--- config.mk ---
export PLATFORM = sky130hd
export DESIGN_NAME = srv_mem_line_fill
export DESIGN_NICKNAME = d
export VERILOG_FILES = /design/src/rtl/srv_mem_line_fill.sv
export SDC_FILE = /design/constraint.sdc
export NUM_CORES = 1
export LEC_CHECK = 0
export BUFFER_PORTS_ARGS = -buffer_cell sky130_fd_sc_hd__buf_4
export CAP_MARGIN = 20
export CORE_ASPECT_RATIO = 1.25
export CORE_MARGIN = 2
export CORE_UTILIZATION = 46
export CTS_CLUSTER_SIZE = 16
export DETAILED_ROUTE_END_ITERATION = 8
export GPL_ROUTABILITY_DRIVEN = 0
export PLACE_DENSITY = 0.77
export SLEW_MARGIN = 25
export SYNTH_ARGS = -nofsm -noshare
export SYNTH_HDL_FRONTEND = slang
export SYNTH_SLANG_ARGS = --single-unit
--- constraint.sdc ---
create_clock -name clk -period 1.79 [get_ports clk]
set_input_delay 0.358 -clock clk [delete_from_list [all_inputs] [get_ports clk]]
set_output_delay 0.358 -clock clk [all_outputs]
set_load 0.1 [all_outputs]
--- src/rtl/srv_mem_line_fill.sv ---
// srv_mem_line_fill
//   Fills one 4-word (128-bit) instruction-cache line from a combinational
//   reset ROM. A level request in IDLE latches the line-aligned base. Four
//   FILL beats then read base+0..3, and a single-cycle response is given in
//   RESP.
//
//   Optional build macro SRV_MEM_LATENCY_EN adds a WAIT state in front of
//   FILL. WAIT holds for LATENCY cycles (0..255) to model slow external
//   memory. Without the macro, LATENCY is ignored and the request-to-response
//   latency is fixed at 5 cycles.
//
// Ports
//   clk, rst_n  : clock (rising edge) and asynchronous active-low reset
//   ext_addr_i  : requested word address; bits [1:0] ignored
//   ext_req_i   : level request, held until ext_rsp_o
//   ext_rsp_o   : one-cycle pulse, ext_data_o holds the filled line
//   ext_data_o  : filled line, word k in bits [32k+31:32k]
//   rom_addr_o  : word address to the ROM
//   rom_data_i  : ROM word at rom_addr_o, same cycle
//   busy_o      : high whenever the FSM is not in IDLE
//   fill_cnt_o  : saturating count of completed line fills
module srv_mem_line_fill #(
  parameter int unsigned LATENCY = 8
) (
  input  logic         clk,
  input  logic         rst_n,
  input  logic [31:0]  ext_addr_i,
  input  logic         ext_req_i,
  output logic         ext_rsp_o,
  output logic [127:0] ext_data_o,
  output logic [31:0]  rom_addr_o,
  input  logic [31:0]  rom_data_i,
  output logic         busy_o,
  output logic [31:0]  fill_cnt_o
);

  if (LATENCY > 255) begin : g_lat_chk
    $error("srv_mem_line_fill: LATENCY must be in 0..255");
  end

`ifdef SRV_MEM_LATENCY_EN
  typedef enum logic [1:0] {IDLE, WAIT, FILL, RESP} state_t;
  localparam logic [7:0] LAT8 = 8'(LATENCY);
  logic [7:0] wait_q;
`else
  typedef enum logic [1:0] {IDLE, FILL, RESP} state_t;
`endif

  state_t       state_q, state_d;
  logic [31:2]  base_q;     // only the line-aligned part is kept
  logic [1:0]   beat_q;
  logic [127:0] data_q;
  logic [31:0]  fill_cnt_q;

  // The low address bits select a word inside the line and are re-generated per beat.
  logic unused_addr_lsb;
  assign unused_addr_lsb = ^ext_addr_i[1:0];

  // next state
  always_comb begin
    state_d = state_q;
    case (state_q)
      IDLE: begin
        if (ext_req_i) begin
`ifdef SRV_MEM_LATENCY_EN
          state_d = (LAT8 != 8'd0) ? WAIT : FILL;
`else
          state_d = FILL;
`endif
        end
      end
`ifdef SRV_MEM_LATENCY_EN
      WAIT: if (wait_q == LAT8 - 8'd1) state_d = FILL;
`endif
      FILL: if (beat_q == 2'd3) state_d = RESP;
      RESP: state_d = IDLE;
      default: state_d = IDLE;
    endcase
  end

  // Beat addresses only replace bits [1:0], so a fill never carries into the next line.
  always_comb begin
    rom_addr_o = {base_q, 2'b00};
    case (state_q)
      IDLE:    rom_addr_o = {ext_addr_i[31:2], 2'b00};
      FILL:    rom_addr_o = {base_q, beat_q};
      default: rom_addr_o = {base_q, 2'b00};
    endcase
  end

  assign busy_o     = (state_q != IDLE);
  assign ext_rsp_o  = (state_q == RESP);
  assign ext_data_o = data_q;
  assign fill_cnt_o = fill_cnt_q;

  always_ff @(posedge clk or negedge rst_n) begin
    if (!rst_n) begin
      state_q    <= IDLE;
      base_q     <= '0;
      beat_q     <= '0;
      data_q     <= '0;
      fill_cnt_q <= '0;
    end else begin
      state_q <= state_d;
      case (state_q)
        IDLE: begin
          if (ext_req_i) begin
            base_q <= ext_addr_i[31:2];
            beat_q <= 2'd0;
          end
        end
        FILL: begin
          // Words land one per beat; ext_rsp_o only rises once all four are in.
          data_q[32*beat_q +: 32] <= rom_data_i;
          beat_q                  <= beat_q + 2'd1;
        end
        RESP: begin
          if (fill_cnt_q != 32'hFFFF_FFFF) fill_cnt_q <= fill_cnt_q + 32'd1;
        end
        default: ;
      endcase
    end
  end

`ifdef SRV_MEM_LATENCY_EN
  // Counts cycles spent in WAIT. It is cleared whenever the FSM is outside WAIT.
  always_ff @(posedge clk or negedge rst_n) begin
    if (!rst_n)              wait_q <= '0;
    else if (state_q == WAIT) wait_q <= wait_q + 8'd1;
    else                     wait_q <= '0;
  end
`endif

endmodule
### Word-level counts from Yosys, hierarchy flattened

Index checks and enable logic that the tools add are counted.

| word-level totals | value |
|---|---|
| output and inout bits | 194 |
| word-level logic and storage cells | 30 |
| flip-flop bits (word level) | 194 |

| cells by class | value |
|---|---|
| eq/ne operators | 6 |
| reductions and logical operators | 7 |
| shift-type cells | 2 |
| muxes and demuxes | 7 |
| add/subtract/negate cells | 3 |

Operators by type and width:

| cell | number |
|---|---|
| bitwise mux 128 bit | 1 |
| variable shift 32 x 34 -> 128 bit, first input constant | 1 |
| indexed part select 32 x 34 -> 128 bit | 1 |
| one-hot mux 32 bit (2 select lines) | 1 |
| negation 7 -> 34 bit | 1 |
| adder 32 x 1 -> 32 bit, second input constant | 1 |
| inequality test 32 bit, second input constant | 1 |
| one-hot mux 2 bit (2 select lines) | 2 |
| AND reduction 2 bit | 4 |
| 2-to-1 mux 2 bit | 3 |
| equality test 2 bit, second input constant | 2 |
| inequality test 2 bit, second input constant | 2 |
| nonzero test 2 bit | 2 |
| adder 2 x 1 -> 2 bit, second input constant | 1 |
| equality test 2 x 1 -> 1 bit, second input constant | 1 |
| zero test 2 bit | 1 |

### Logic depth before layout (Yosys ltp)

Gate-level depths: netlist of the first run.

| depth | value |
|---|---|
| depth in word-level cells | 3 |
| depth in mapped cells | 8 |

### Worst setup path before layout of the first run

No wires, ideal clock.

| path | value |
|---|---|
| path kind | flip-flop to flip-flop |
| from | register fill_cnt_q[0] (netlist: fill_cnt_o[0]) |
| to | register fill_cnt_q[28] (netlist: fill_cnt_o[28]) |
| slack | -0.606 ns |
| data arrival time | 2.233 ns |
| buffers on the path | 0 |
| cell stages (with the launch flop) | 7 |
| required time | 1.627 ns |
| clock period less this slack | 2.396 ns |
| cells stage by stage | dfrtp_1 -> ha_1 -> nand3_1 -> nor3_4 -> nand3_2 -> a211oi_2 -> xor2_1 |

| on the way | value |
|---|---|
| cells in the longest elaborated chain, start to end | 2 |
| elaborated cells between the ends (all ways) | 3 |

RTL lines:

| item | RTL line | text |
|---|---|---|
| start: declaration | 53 | `logic [31:0] fill_cnt_q;` |
| start signal: assignment | 118 | `if (fill_cnt_q != 32'hFFFF_FFFF) fill_cnt_q <= fill_cnt_q + 32'd1;` |
| parallel branches: the longest is 2 deep, another holds adder 32 x 1 -> 32 bit | - |  |

Several ways; the timed one is not identified.
A chain may end at the register's enable or synchronous reset.

### Final worst setup path of the first run

| path | value |
|---|---|
| from | register state_q[0] |
| to | output rom_addr_o[18] |

| on the way | value |
|---|---|
| cells in the longest elaborated chain, start to end | 2 |
| elaborated cells between the ends (all ways) | 3 |

RTL lines:

| item | RTL line | text |
|---|---|---|
| start: declaration | 49 | `state_t state_q, state_d;` |
| start signal: assignment | 104 | `state_q <= state_d;` |
| equality test 2 x 1 -> 1 bit or zero test 2 bit (tied branches) | 84 | `case (state_q)` |
| one-hot mux 32 bit (2 select lines) * | 84 |  |
| end: declaration | 31 | `output logic [31:0] rom_addr_o,` |

Every way passes the cells marked *; elsewhere a longest branch is shown, timed or not.

==> impl_metrics.py, run 1 <==
metrics = {
    "grt": {
        "antenna_found_initial": 0,
        "grt_use_total": 0.254,
        "use_met3": 0.0719,
        "top_usage_layer": "met2",
        "grt_overflow": 0,
        "grt_pass1_vias": 6627,
        "grt_max_degree": 62,
        "grt_pass1_wl_mm": 36.0,
        "met2_usage": 0.438,
        "grtUsageMet1": 0.306,
    },
    "sta": {
        "worst_slack_ps": -328,
        "worstMarginPinSlew_ps": 532,
        "period_minus_slack_ps": 2120,
        "rsz0062_at_grt": "true",
        "finalCritPeriodShare": 1.18,
        "fmax_mhz": 472,
        "setup_viol": 35,
        "worst_clock_skew_ps": 13.4,
        "slew_headroom": 0.645,
        "hold_violations": 0,
        "drv_slew": 0,
    },
    "worst_hold_path": {
        "holdPathStages": 2,
        "min-delay-start": "rom_data_i[8]",
        "worstHoldPathType": "input pin to flip-flop",
        "worstHoldEndpoint": "ext_data_o[104]",
    },
    "yosys": {
        "syn_nets": 642,
        "yosysSeqAreaShare": 0.611,
        "yosysWarningCount": 0,
        "syn_area_um2": 7950,
        "synth-async-reset-ratio": 1.00,
        "yosys_register_bits": 194,
        "synthCells": 569,
        "synth_edf_count": 0,
        "synth_area_per_cell_um2": 14.0,
        "synthFlopType": "dfrtp_1",
        "synth.distinct_cells": 44,
    },
    "final_layout": {
        "final_cell_mix": "buf_4 (260), dfrtp_1 (160), a22o_1 (129)",
        "regArea_um2": 4970,
        "antenna_cells": 0,
        "nFillCells": 1125,
        "final_cells": 1105,
        "multi_input_area_um2": 3130,
        "final_util": 0.713,
        "stdcell_area_um2": 12000,
        "nets": 945,
        "syn_to_final_growth_pct": 51.0,
        "drive_gt1_frac": 0.549,
        "final_common_cell": "buf_4",
    },
    "worst_setup_path": {
        "worst-setup-path-type": "flip-flop to primary output",
        "arrival_ps": 1760,
        "critPathMaxFanout": 9,
        "critical_path_required_ps": 1430,
        "crit_path_top_delay_cell": "dfrtp_1",
        "cp-start-kind": "flip-flop",
        "rrSetupSlack_ps": -10,
        "r2r_end": "fill_cnt_o[15]",
        "critical_path.cell_chain": "nor2_4, buf_6, mux2_4, buf_12",
        "r2r-start": "state_q[0]",
        "end_kind": "primary output",
        "reg2regPathDepth": 7,
        "slowest_delay_ps": 430,
    },
    "routing": {
        "ant_nets": 0,
        "via_per_inst": 5.68,
        "routedWlPerCell_um": 21.2,
        "drt_iter0_drc": 356,
        "drt-total-wl_mm": 23.4,
        "vias": 6278,
        "first_pass_iters": 5,
        "drt_drc_violations_left": 0,
    },
    "clocking": {
        "htreeDepth": 4,
        "clockBufferDepth": 2,
        "cts-root-buf": "clkbuf_16",
        "clk-insertion-delay-late_ps": 430,
        "cts_buffers": 17,
        "path_clk_slew_ps": 80,
        "cts_num_sinks": 194,
        "cts_tree": "done",
    },
    "outcome": {
        "violations": "setup timing",
        "status": "complete, but fails checks",
    },
    "placement": {
        "place_area_um2": 10800,
        "io_buffers": 258,
        "dpl.cell_count": 1059,
        "dp_hpwl_mm": 15.5,
    },
    "floorplanning": {
        "pin_count": 261,
        "row_count": 53,
        "die_y_um": 151,
        "core-area_um2": 16800,
        "dieArea_um2": 18400,
        "initial_core_util": 0.472,
        "chipWidth_um": 122,
    },
    "run": {
        "maxCapViolations": 0,
    },
}
[layout make-up]
| class | count | area share |
|---|---|---|
| Sequential cell | 194 | 0.414 |
| Multi-Input combinational cell | 331 | 0.261 |
| Timing Repair Buffer | 319 | 0.250 |
| Clock buffer | 17 | 0.0354 |
| Tap cell | 220 | 0.0229 |
| Clock inverter | 15 | 0.0133 |
| Inverter | 9 | 0.00313 |
[metal layers]
metal  vias up  routed length [um]
li1       2734                   -
met1      3243                8950
met2       261               12300
met3        40                1630
met4         0                 543
met5         -                   0
[worst max path at each step]
stage                     end          start  slack (ps)
2_1_floorplan   fill_cnt_o[1]  fill_cnt_o[8]         -90
3_3_place_gp   fill_cnt_o[29]     state_q[0]          50
3_5_place_dp   ext_data_o[95]      beat_q[1]          -4
4_1_cts        rom_addr_o[20]     state_q[1]        -350
5_1_grt        rom_addr_o[18]     state_q[0]        -390
6_report       rom_addr_o[18]     state_q[0]        -330
[per-stage QoR]
stage               TNS [ps]  hold WS, ps  setup WS (ps)
floorplan              -1150         62.4          -91.2
global placement           0          361           46.9
detailed placement     -6.69          369          -3.54
CTS                   -15090          150           -352
global route          -12560          154           -386
finish                 -9630          164           -328
[Yosys cell counts (2+ instances only)]
cell type,count,share of area
dfrtp_1,194,0.61
a22o_1,129,0.14
mux2_2,62,0.088
xnor2_1,22,0.024
clkbuf_1,15,0.0071
nor2_1,15,0.0071
buf_2,12,0.0076
nand2_1,11,0.0052
nand3_1,11,0.0069
nand4_1,10,0.0079
inv_1,9,0.0043
and2_1,8,0.0063
and3_1,7,0.0055
ha_1,6,0.0094
and4_1,5,0.0055
xor2_1,5,0.0055
buf_4,4,0.0038
nand2_2,4,0.0031
nor3_1,4,0.0025
a41oi_1,3,0.0033
buf_6,3,0.0043
nand3_2,2,0.0025
nand4b_1,2,0.0022
nor3_2,2,0.0025
nor4_1,2,0.0016
nor4b_4,2,0.0060
o2111ai_1,2,0.0022
o211ai_1,2,0.0019
[worst max-delay path: cells and delay by family, from the launching register on]
family | cells | cell delay (ps)
buf+inv | 2 | 370
flops | 1 | 430
mux | 1 | 340
simple gates | 1 | 200
[logic make-up (layout without fill, tap and decap cells)]
kind of cell | Yosys count | count (layout) | synth area share
xor gates and xnor gates | 27 | 27 | 0.0298
AOI/OAI and AO/OA | 142 | 142 | 0.155
buffers and inverters | 44 | 360 | 0.0275
DFF | 194 | 194 | 0.611
adders and majority gates | 6 | 6 | 0.00945
and+or+nand+nor | 93 | 93 | 0.0779
muxes | 63 | 63 | 0.0891
[sequential cells by signal, summed over array words and instances, names as in the netlist]
name and flops:
state_q 2, base_q 30, ext_data_o 128, fill_cnt_o 32, beat_q 2
[repair_timing]
item	4_1_cts	5_1_grt
hold buffers	1	0
buffers inserted	8	7
cloned	3	2
setup endpoints to repair	47	175
hold endpoints to repair	52	0
gates resized for setup	119	20
pin swaps	8	16
Power of run 1 is left out: the tool's default activity adds up to more than one toggle a clock period on the data nets, which glitch-free logic cannot reach.
==> inputs of run 2 (changes only) <==
Settings changed: CTS_CLUSTER_SIZE 16 to default, GPL_TIMING_DRIVEN from default to 0, MAX_ROUTING_LAYER from default to met4.
==> impl_metrics.py, run 2 (synthesis results as in run 1) <==
metrics = {
    "clocking": {
        "path_clk_slew_ps": 70,
        "clockBufferDepth": 2,
        "htreeDepth": 4,
        "cts_tree": "done",
        "clk-insertion-delay-late_ps": 430,
        "cts_buffers": 17,
        "cts-root-buf": "clkbuf_16",
        "cts_num_sinks": 194,
    },
    "sta": {
        "worstMarginPinSlew_ps": 558,
        "finalCritPeriodShare": 1.19,
        "drv_slew": 0,
        "worst_slack_ps": -348,
        "slew_headroom": 0.628,
        "fmax_mhz": 468,
        "rsz0062_at_grt": "true",
        "setup_viol": 178,
        "worst_clock_skew_ps": 10.9,
        "hold_violations": 0,
        "period_minus_slack_ps": 2140,
    },
    "final_layout": {
        "final_cell_mix": "buf_4 (255), dfrtp_1 (159), a22o_1 (129)",
        "final_common_cell": "buf_4",
        "nets": 985,
        "antenna_cells": 0,
        "largest_reg_flops": 128,
        "drive_gt1_frac": 0.574,
        "syn_to_final_growth_pct": 61.1,
        "nFillCells": 1029,
    },
    "outcome": {
        "status": "complete, but fails checks",
        "violations": "setup timing",
    },
    "run": {
        "maxCapViolations": 0,
    },
    "floorplanning": {
        "row_count": 53,
        "initial_core_util": 0.472,
        "dieArea_um2": 18400,
        "pin_count": 261,
        "die_y_um": 151,
        "core-area_um2": 16800,
        "chipWidth_um": 122,
    },
    "worst_hold_path": {
        "holdPathStages": 2,
        "worstHoldEndpoint": "base_q[11]",
        "worstHoldPathType": "input pin to flip-flop",
        "min-delay-start": "ext_addr_i[11]",
    },
    "worst_setup_path": {
        "r2r_end": "ext_data_o[5]",
        "critPathMaxFanout": 8,
        "crit_path_top_delay_cell": "dfrtp_2",
        "reg2regPathDepth": 12,
        "arrival_ps": 1780,
        "critical_path_required_ps": 1430,
        "end_kind": "primary output",
        "slowest_delay_ps": 430,
        "crit_start": "state_q[1]",
        "cp_common_cell": "buf_12",
        "critical_path.cell_chain": "nor2_4, buf_12, buf_8, mux2_4, buf_12",
        "worst-setup-path-type": "flip-flop to primary output",
        "rrSetupSlack_ps": -320,
        "cp-start-kind": "flip-flop",
        "r2r-start": "state_q[1]",
    },
    "placement": {
        "dp_hpwl_mm": 16.2,
        "io_buffers": 258,
        "dpl_worst_slack_ps": -369,
    },
    "grt": {
        "grt_pass1_vias": 6879,
        "grt_max_degree": 87,
        "grt_use_total": 0.275,
        "grt_overflow": 0,
        "antenna_found_initial": 0,
        "grt_pass1_wl_mm": 37.4,
    },
    "routing": {
        "vias": 6559,
        "first_pass_iters": 5,
        "drt_iter0_drc": 400,
        "via_per_inst": 5.73,
        "routedWlPerCell_um": 22.7,
        "ant_nets": 0,
        "drt-total-wl_mm": 26.0,
        "drt_drc_violations_left": 0,
    },
}
run 2: cell types whose count changed in the layout (fill, tap and decap cells not counted), moves of 3 or more:
cell,delta
clkbuf_2,+5
clkbuf_1,+4
buf_4,-5
nand2_8,+4
inv_8,-3
buf_6,+10
nand2_2,-3
clkbuf_16,+6
clkinv_8,-3
buf_8,+11
bufinv_16,+4
buf_2,+3
buf_16,+5
run 2: worst max-delay path, delay by kind of cell, from the launching register on:
kind	cells	cell delay [ps]
and+or+nand+nor	1	130
DFF	1	430
muxes	1	330
buffers and inverters	3	450
run 2: through the flow:
stage          area [um2]   util  hold slack (ps)  TNS (ps)  std cells
2_1_floorplan        8250      -             62.4     -1150        569
3_3_place_gp        10500  0.621              485   -183110       1047
3_5_place_dp        10500  0.625              244    -31620       1049
4_1_cts             12200  0.724              155    -17970       1112
5_1_grt             12800  0.760              155    -49430       1145
6_report            12800  0.760              169    -37770       1145
run 2: layer usage:
layer | wire length [um] | share of wire | vias to the layer above | track usage
met3 | 1710 | 0.066 | 34 | 0.0651
li1 | - | - | 2815 | -
met2 | 14100 | 0.54 | 321 | 0.470
met1 | 9800 | 0.38 | 3389 | 0.321
met4 | 398 | 0.015 | 0 | 0.0908
met5 | 0 | 0 | - | -
run 2: area by class of cell:
cell class                 instances  area (um2)  area share
buffer                            32         352      0.0275
timing repair buffer             327        3270       0.256
clock inverter                    14         198      0.0154
clock buffer                      18         429      0.0335
multi-input combinational        331        3270       0.255
tap                              220         275      0.0215
sequential                       194        4970       0.388
inverter                           9        40.0     0.00313
run 2: what timing repair did:
item / 4_1_cts / 5_1_grt
endpoints found under the hold margin: 30 / 0
buffers inserted: 25 / 29
cloned: 6 / 7
setup endpoints to repair: 153 / 183
pin swaps: 5 / 41
hold buffers: 1 / 0
resized for setup: 165 / 74
run 2: worst max-delay path by stage:
| stage | end |
|---|---|
| 6_report | rom_addr_o[24] |
| 5_1_grt | ext_data_o[11] |
| 4_1_cts | rom_addr_o[31] |
| 3_5_place_dp | ext_data_o[77] |
| 3_3_place_gp | fill_cnt_o[23] |
| 2_1_floorplan | fill_cnt_o[1] |
Power of run 2 is left out for the same reason.
